[src/rtl/ref_sup_pkg.sv]
// ref_sup_pkg: shared types and widths for the reference-clock supervisor.
//   sup_state_t : health FSM encoding (INIT/LOCK/DEGR/FAIL)
//   DEB_W       : debounce run-counter width
//   TDIV_W      : t1us-edge tick divider width
//   FDIV_W      : clk fallback tick divider width
package ref_sup_pkg;

  typedef enum logic [1:0] {
    ST_INIT = 2'd0,
    ST_LOCK = 2'd1,
    ST_DEGR = 2'd2,
    ST_FAIL = 2'd3
  } sup_state_t;

  localparam int DEB_W  = 16;
  localparam int TDIV_W = 10;
  localparam int FDIV_W = 15;

endpackage

[src/rtl/ref_clk_supervisor_if.sv]
// ref_clk_supervisor_if: bundle between the presence monitor / board logic
// and the supervisor.
//   master : drives err5_in, err64_in, t1us_in, alarm_clr; reads status
//   slave  : the supervisor side
// Optional macro ERR_COUNT_EN adds the cnt5/cnt64 fault-edge counters.
interface ref_clk_supervisor_if;
  logic       err5_in;
  logic       err64_in;
  logic       t1us_in;
  logic       alarm_clr;
  logic [1:0] state;
  logic       ref_ok;
  logic       fault5;
  logic       fault64;
  logic       alarm;
  logic       tick_1ms;
  logic       tick_src;
`ifdef ERR_COUNT_EN
  logic [7:0] cnt5;
  logic [7:0] cnt64;
`endif

  modport master (
    output err5_in, err64_in, t1us_in, alarm_clr,
    input  state, ref_ok, fault5, fault64, alarm, tick_1ms, tick_src
`ifdef ERR_COUNT_EN
    , input cnt5, cnt64
`endif
  );

  modport slave (
    input  err5_in, err64_in, t1us_in, alarm_clr,
    output state, ref_ok, fault5, fault64, alarm, tick_1ms, tick_src
`ifdef ERR_COUNT_EN
    , output cnt5, cnt64
`endif
  );
endinterface

[src/rtl/ref_clk_supervisor_sync_edge.sv]
// sync_edge: 2-FF synchroniser for an asynchronous level plus a registered
// one-clk rising-edge pulse.
//   clk, rst : clock, async active-high reset
//   d        : asynchronous input
//   q        : synchronised level
//   rise     : one-clk pulse, 3 clk after the input edge
module sync_edge (
  input  logic clk,
  input  logic rst,
  input  logic d,
  output logic q,
  output logic rise
);
  logic r_s1, r_s2, r_s3, r_rise;

  always_ff @(posedge clk or posedge rst) begin
    if (rst) begin
      r_s1   <= 1'b0;
      r_s2   <= 1'b0;
      r_s3   <= 1'b0;
      r_rise <= 1'b0;
    end else begin
      r_s1   <= d;
      r_s2   <= r_s1;
      r_s3   <= r_s2;
      r_rise <= r_s2 & ~r_s3;
    end
  end

  assign q    = r_s2;
  assign rise = r_rise;
endmodule

[src/rtl/ref_clk_supervisor.sv]
// ref_clk_supervisor: debounces the f5/f64 presence-monitor error levels,
// tracks reference health (INIT/LOCK/DEGR/FAIL), keeps a sticky alarm and
// emits a 1 ms tick from t1us edges (f64 healthy) or a clk divider.
//   clk, rst : 20 MHz clock, async active-high reset
//   sup      : ref_clk_supervisor_if.slave (inputs err5/err64/t1us/alarm_clr,
//              outputs state/ref_ok/fault5/fault64/alarm/tick_1ms/tick_src)
// Optional macro ERR_COUNT_EN: saturating fault5/fault64 rising-edge counters
// on sup.cnt5 / sup.cnt64, cleared by alarm_clr.
module ref_clk_supervisor
  import ref_sup_pkg::*;
#(
  parameter int DEB_CYC      = 1024,
  parameter int WARMUP_CYC   = 4096,
  parameter int TICK_DIV     = 1000,
  parameter int FALLBACK_DIV = 20000
) (
  input logic clk,
  input logic rst,
  ref_clk_supervisor_if.slave sup
);
  localparam int WARM_W = (WARMUP_CYC > 1) ? $clog2(WARMUP_CYC) : 1;

  // bit 0 = f5, bit 1 = f64
  logic [1:0]            w_raw_in;
  logic [1:0]            r_raw, r_qual;
  logic [1:0][DEB_W-1:0] r_deb_cnt;

  sup_state_t            r_state, w_nxt;
  logic [WARM_W-1:0]     r_warm;
  logic                  w_in_init, w_f5, w_f64, w_enter_bad;
  logic                  r_alarm;

  logic                  w_t1us_sync_unused, w_rise;
  logic                  w_src, r_src_q, w_chg;
  logic [TDIV_W-1:0]     r_tdiv;
  logic [FDIV_W-1:0]     r_fdiv;
  logic                  r_tick;

  assign w_raw_in = {sup.err64_in, sup.err5_in};

  // Debounce: run counter only advances while the registered raw level
  // disagrees with the qualified flag; any agreement restarts it.
  always_ff @(posedge clk or posedge rst) begin
    if (rst) begin
      r_raw     <= '0;
      r_qual    <= '0;
      r_deb_cnt <= '0;
    end else begin
      for (int i = 0; i < 2; i++) begin
        r_raw[i] <= w_raw_in[i];
        if (r_raw[i] == r_qual[i]) begin
          r_deb_cnt[i] <= '0;
        end else if (r_deb_cnt[i] == DEB_W'(DEB_CYC - 1)) begin
          r_qual[i]    <= r_raw[i];
          r_deb_cnt[i] <= '0;
        end else begin
          r_deb_cnt[i] <= r_deb_cnt[i] + 1'b1;
        end
      end
    end
  end

  // Health FSM: state register
  always_ff @(posedge clk or posedge rst) begin
    if (rst) begin
      r_state <= ST_INIT;
      r_warm  <= '0;
    end else begin
      r_state <= w_nxt;
      if (r_state == ST_INIT && r_warm != WARM_W'(WARMUP_CYC - 1))
        r_warm <= r_warm + 1'b1;
    end
  end

  // Health FSM: next state. Outside INIT the target depends only on the
  // qualified flags, so any state reaches any other in one step.
  always_comb begin
    w_nxt = r_state;
    if (r_state != ST_INIT || r_warm == WARM_W'(WARMUP_CYC - 1)) begin
      case (r_qual)
        2'b00:   w_nxt = ST_LOCK;
        2'b11:   w_nxt = ST_FAIL;
        default: w_nxt = ST_DEGR;
      endcase
    end
    w_enter_bad = (w_nxt != r_state) && (w_nxt == ST_DEGR || w_nxt == ST_FAIL);
  end

  assign w_in_init = (r_state == ST_INIT);
  assign w_f5      = r_qual[0] & ~w_in_init;
  assign w_f64     = r_qual[1] & ~w_in_init;

  // Alarm is edge-set (state entry), so a clear while still bad sticks.
  always_ff @(posedge clk or posedge rst) begin
    if (rst)                r_alarm <= 1'b0;
    else if (w_enter_bad)   r_alarm <= 1'b1;
    else if (sup.alarm_clr) r_alarm <= 1'b0;
  end

  sync_edge u_t1us (
    .clk  (clk),
    .rst  (rst),
    .d    (sup.t1us_in),
    .q    (w_t1us_sync_unused),
    .rise (w_rise)
  );

  // Tick source select; a change restarts both dividers and suppresses
  // the tick for that cycle.
  assign w_src = w_f64 | w_in_init;
  assign w_chg = w_src ^ r_src_q;

  always_ff @(posedge clk or posedge rst) begin
    if (rst) begin
      r_src_q <= 1'b1;
      r_tdiv  <= '0;
      r_fdiv  <= '0;
      r_tick  <= 1'b0;
    end else begin
      r_src_q <= w_src;
      r_tick  <= 1'b0;

      if (w_chg || w_src) begin
        r_tdiv <= '0;
      end else if (w_rise) begin
        if (r_tdiv == TDIV_W'(TICK_DIV - 1)) begin
          r_tdiv <= '0;
          r_tick <= 1'b1;
        end else begin
          r_tdiv <= r_tdiv + 1'b1;
        end
      end

      if (w_chg || !w_src) begin
        r_fdiv <= '0;
      end else if (r_fdiv == FDIV_W'(FALLBACK_DIV - 1)) begin
        r_fdiv <= '0;
        r_tick <= 1'b1;
      end else begin
        r_fdiv <= r_fdiv + 1'b1;
      end
    end
  end

`ifdef ERR_COUNT_EN
  logic [1:0]      r_fault_d;
  logic [1:0]      w_fault_rise;
  logic [1:0][7:0] r_cnt;

  assign w_fault_rise = {w_f64, w_f5} & ~r_fault_d;

  always_ff @(posedge clk or posedge rst) begin
    if (rst) begin
      r_fault_d <= '0;
      r_cnt     <= '0;
    end else begin
      r_fault_d <= {w_f64, w_f5};
      for (int i = 0; i < 2; i++) begin
        if (sup.alarm_clr)
          r_cnt[i] <= '0;
        else if (w_fault_rise[i] && r_cnt[i] != 8'hFF)
          r_cnt[i] <= r_cnt[i] + 1'b1;
      end
    end
  end

  assign sup.cnt5  = r_cnt[0];
  assign sup.cnt64 = r_cnt[1];
`endif

  assign sup.state    = r_state;
  assign sup.ref_ok   = (r_state == ST_LOCK);
  assign sup.fault5   = w_f5;
  assign sup.fault64  = w_f64;
  assign sup.alarm    = r_alarm;
  assign sup.tick_1ms = r_tick;
  assign sup.tick_src = w_src;
endmodule

[src/flat_wrapper.sv]
// flat-port wrapper written by rule: the top's interface ports become plain ports
module ref_clk_supervisor_flat import ref_sup_pkg::*;
#(
  parameter int DEB_CYC      = 1024,
  parameter int WARMUP_CYC   = 4096,
  parameter int TICK_DIV     = 1000,
  parameter int FALLBACK_DIV = 20000
)
  (clk, rst, sup_err5_in, sup_err64_in, sup_t1us_in, sup_alarm_clr, sup_state, sup_ref_ok, sup_fault5, sup_fault64, sup_alarm, sup_tick_1ms, sup_tick_src);
  ref_clk_supervisor_if sup_i ();
  input logic clk;
  input logic rst;
  input wire logic [$bits(sup_i.err5_in)-1:0] sup_err5_in;
  input wire logic [$bits(sup_i.err64_in)-1:0] sup_err64_in;
  input wire logic [$bits(sup_i.t1us_in)-1:0] sup_t1us_in;
  input wire logic [$bits(sup_i.alarm_clr)-1:0] sup_alarm_clr;
  output wire logic [$bits(sup_i.state)-1:0] sup_state;
  output wire logic [$bits(sup_i.ref_ok)-1:0] sup_ref_ok;
  output wire logic [$bits(sup_i.fault5)-1:0] sup_fault5;
  output wire logic [$bits(sup_i.fault64)-1:0] sup_fault64;
  output wire logic [$bits(sup_i.alarm)-1:0] sup_alarm;
  output wire logic [$bits(sup_i.tick_1ms)-1:0] sup_tick_1ms;
  output wire logic [$bits(sup_i.tick_src)-1:0] sup_tick_src;
  assign sup_i.err5_in = sup_err5_in;
  assign sup_i.err64_in = sup_err64_in;
  assign sup_i.t1us_in = sup_t1us_in;
  assign sup_i.alarm_clr = sup_alarm_clr;
  assign sup_state = sup_i.state;
  assign sup_ref_ok = sup_i.ref_ok;
  assign sup_fault5 = sup_i.fault5;
  assign sup_fault64 = sup_i.fault64;
  assign sup_alarm = sup_i.alarm;
  assign sup_tick_1ms = sup_i.tick_1ms;
  assign sup_tick_src = sup_i.tick_src;
  ref_clk_supervisor #(.DEB_CYC(DEB_CYC), .WARMUP_CYC(WARMUP_CYC), .TICK_DIV(TICK_DIV), .FALLBACK_DIV(FALLBACK_DIV)) u_core (.clk(clk), .rst(rst), .sup(sup_i));
endmodule
[config.mk]
export PLATFORM = sky130hd
export DESIGN_NAME = ref_clk_supervisor_flat
export DESIGN_NICKNAME = d
export VERILOG_FILES = /design/src/rtl/ref_sup_pkg.sv /design/src/rtl/ref_clk_supervisor_if.sv /design/src/rtl/ref_clk_supervisor_sync_edge.sv /design/src/rtl/ref_clk_supervisor.sv /design/src/flat_wrapper.sv
export SDC_FILE = /design/constraint.sdc
export NUM_CORES = 1
export LEC_CHECK = 0
export ABC_CLOCK_PERIOD_IN_PS = 2600
export BUFFER_PORTS_ARGS = -buffer_cell sky130_fd_sc_hd__buf_4
export CORE_ASPECT_RATIO = 2
export CORE_MARGIN = 1
export CORE_UTILIZATION = 54
export DETAILED_ROUTE_END_ITERATION = 16
export PLACE_DENSITY = 0.74
export SLEW_MARGIN = 20
export SYNTH_ARGS = -nofsm -noshare
export SYNTH_HDL_FRONTEND = slang
export SYNTH_SLANG_ARGS = --single-unit
[constraint.sdc]
create_clock -name clk -period 2.6 [get_ports clk]
set_input_delay 0.13 -clock clk [delete_from_list [all_inputs] [get_ports clk]]
set_output_delay 0.13 -clock clk [all_outputs]
set_load 0.05 [all_outputs]
==> flow_summary.ini <==
[status]
status = complete, no violations

[timing]
clock.fmax_ghz = 0.489
setup_violations = 0
maxSlewViolCount = 0
max_slew_margin_pct = 57.5
rsz0062_at_grt = no
hold-worst-slack_ns = 0.123
fin_worst_skew_ns = 0.00726
tightest_slew_ns = 0.627
hold_violations = 0
period_share_pct = 78.6
min_period_ns = 2.04
tns_ns = 0

[die]
initial_utilization_pct = 56.0
die_w_um = 62.0
die_h_um = 122
io_pins = 14
core-area_mm2 = 0.00694
fp.dieArea_mm2 = 0.00756
row_count = 43

[critical_path]
regToRegStartpoint = u_core.r_deb_cnt[16]
r2r_slack_ns = 0.56
arrival_ns = 2.24
regToRegEndpoint = u_core.r_deb_cnt[30]
r2r.worst_path.cells = 5
startpoint = u_core.r_deb_cnt[16]
critPathRequiredTime_ns = 2.79
start_kind = flop
worstPathMaxFanout = 15
path_class = flop to flop
cp-end-kind = flop

[clock_network]
cts-root-buf = clkbuf_16
clock-sinks = 82
clkLatencyLatePin_ns = 0.33
cts_resized = 0
cts_made_buffers = 9
htree_levels = 3
clk_pin_slew_ns = 0.06
tritoncts = yes
clk_path_buf_depth = 2

[global_route]
grt_first_pass_wirelength_um = 12000
gr-total-overflow = 0
antenna_found_initial = 0
grtUsageTotal_pct = 22.0
grt_pass1_vias = 2818
grt_start_max_net_pins = 35

[yosys]
synth_area_per_cell_um2 = 10.2
synth_nets = 394
ys_types = 46
yosysWarnings = 0
synth_edf_count = 0
async_reset_ff_share_pct = 100
synthDominantCellAreaShare_pct = 52.2
synth.yosys.seq_area_share_pct = 52.9
synth_area_leader_cell = dfrtp_1
netlist_area_mm2 = 0.00388
synthCells = 382
synth_seq_cells = 82
synth.area.top_cells = dfrtp_1, xnor2_1, nor2_1
synthFlopType = dfrtp_1

[routing]
route.detailed.drc = 0
drtIter0Drc = 121
ant_nets = 0
via_per_inst = 5.63
wl_per_cell_um = 14.4
firstDrtPassIters = 4
routed_wl_um = 7250
vias = 2824

[final_layout]
syn_to_final_growth_pct = 13.8
nFillCells = 566
diodes = 0
drive_gt1_share_pct = 11.4
instances_no_fill = 502
nNetsFinal = 419

[pwr]
p_per_area_mw_per_mm2 = 577
ir_drop_uv = 511
p_total_uw = 2550
p_leak_uw = 0.00185

[placed_design]
gp_congestion = 0.849
dpl.hpwl_um = 5240
dp_cells = 482
portBuffers = 13

[worst_hold_path]
holdPathEnd = u_core.sup.alarm
hold_depth = 3
min_path_type = input port to flop
min_from = sup_alarm_clr

[job]
drv_cap = 0
-- cell families after synthesis --
family          after synthesis  synth area share, %
buf+inv                      21                 2.35
flops                        82                 52.9
xor+xnor                     50                 11.3
compound gates               34                 6.09
mux                           4                 1.16
simple gates                185                 24.3
fa+ha+maj                     6                 1.93
-- power breakdown --
part / switching [µW] / total, µW / internal, µW
Clock: 462 / 1180 / 722
Combinational: 43.7 / 67.1 / 23.5
Sequential: 12.1 / 1300 / 1290
-- synth_stat cells (2+ instances only) --
| cell type | number |
|---|---|
| clkbuf_1 | 3 |
| or2_2 | 3 |
| or3_1 | 6 |
| o21ai_0 | 4 |
| a31oi_1 | 2 |
| nand3_1 | 22 |
| nor4_1 | 14 |
| nor3_1 | 8 |
| nor2_1 | 64 |
| xor2_1 | 13 |
| and3_1 | 4 |
| o31ai_1 | 7 |
| or4_4 | 2 |
| mux2_2 | 4 |
| nand4_1 | 14 |
| inv_1 | 15 |
| a21oi_1 | 11 |
| xnor2_1 | 37 |
| nand2_1 | 25 |
| or4_1 | 10 |
| ha_1 | 6 |
| nor2b_1 | 4 |
| dfrtp_1 | 81 |
-- metal layers --
layer | vias to the layer above | wire length [µm] | global-route usage (%)
li1 | 1393 | - | -
met1 | 1381 | 2880 | 22.9
met2 | 37 | 4030 | 38.9
met4 | 0 | 159 | 10.1
met3 | 13 | 175 | 5.52
met5 | - | 0 | 0
-- flip-flops by register name, indices dropped and copies added (netlist names) --
name,cells
u_core.sup.tick_1ms,1
u_core.u_t1us.rise,1
u_core.u_t1us.r_s3,1
u_core.r_fdiv,15
u_core.sup.alarm,1
u_core.r_tdiv,10
u_core.r_src_q,1
u_core.r_deb_cnt,32
u_core.r_warm,12
u_core.r_qual,2
u_core.u_t1us.r_s1,1
u_core.u_t1us.q,1
u_core.r_raw,2
u_core.sup.state,2
-- placed cells by master (no fill, tap or decap), drive strengths merged, types with 2 or more instances in the layout --
cell type	Yosys	layout
nand2	26	26
inv	15	14
a31oi	2	2
mux2	4	4
nor4	14	14
nand4	14	14
xnor2	37	37
nor2b	4	4
xor2	13	13
ha	6	6
dlygate4sd3	0	4
or4	12	12
o31ai	7	7
clkinv	0	3
nor3	8	8
o21bai	2	2
buf	3	16
o21ai	4	4
nand3	23	23
a21oi	11	11
dfrtp	81	81
or4bb	2	2
clkbuf	3	14
or3	6	6
nor2	64	64
or2	4	4
and3	4	4
-- stage by stage --
stage | utilization [%] | cell area, µm² | setup slack [ns]
detailed placement | 59.0 | 4100 | 0.567
finish | 63.7 | 4420 | 0.556
global placement | 59.0 | 4100 | 0.625
floorplan | - | 3880 | 0.363
CTS | 63.7 | 4420 | 0.547
global route | 63.7 | 4420 | 0.414
-- worst max-delay path by stage --
stage / to / slack, ns / cells after the start
after global routing: u_core.r_deb_cnt[19] / 0.41 / 5
after global placement: u_core.r_deb_cnt[9] / 0.62 / 5
after detailed placement: u_core.r_deb_cnt[30] / 0.57 / 5
after floorplan: u_core.r_deb_cnt[0] / 0.36 / 1
after CTS: u_core.r_deb_cnt[11] / 0.55 / 5
final: u_core.r_deb_cnt[30] / 0.56 / 5
-- critical path, cell delays in order, from the launching register on --
cell and delay (ns):
dfrtp_1 0.38, ha_1 0.22, nand4_1 0.19, or3_1 0.49, o21bai_2 0.51, nor2_1 0.11
-- repair_timing --
action                                 in CTS  in global routing
hold buffers                                4                  0
buffers inserted                            0                  0
endpoints found under the hold margin      33                  0
-- area by class of cell --
| type | count | area [µm²] | share of cell area [%] |
|---|---|---|---|
| Sequential cell | 82 | 2050 | 46.4 |
| Timing Repair Buffer | 20 | 173 | 3.91 |
| Multi-Input combinational cell | 279 | 1740 | 39.4 |
| Tap cell | 90 | 113 | 2.55 |
| Clock buffer | 14 | 274 | 6.20 |
| Inverter | 15 | 57.6 | 1.30 |
| Clock inverter | 2 | 10.0 | 0.226 |
Note: power is estimated with default switching activity, not from simulation.
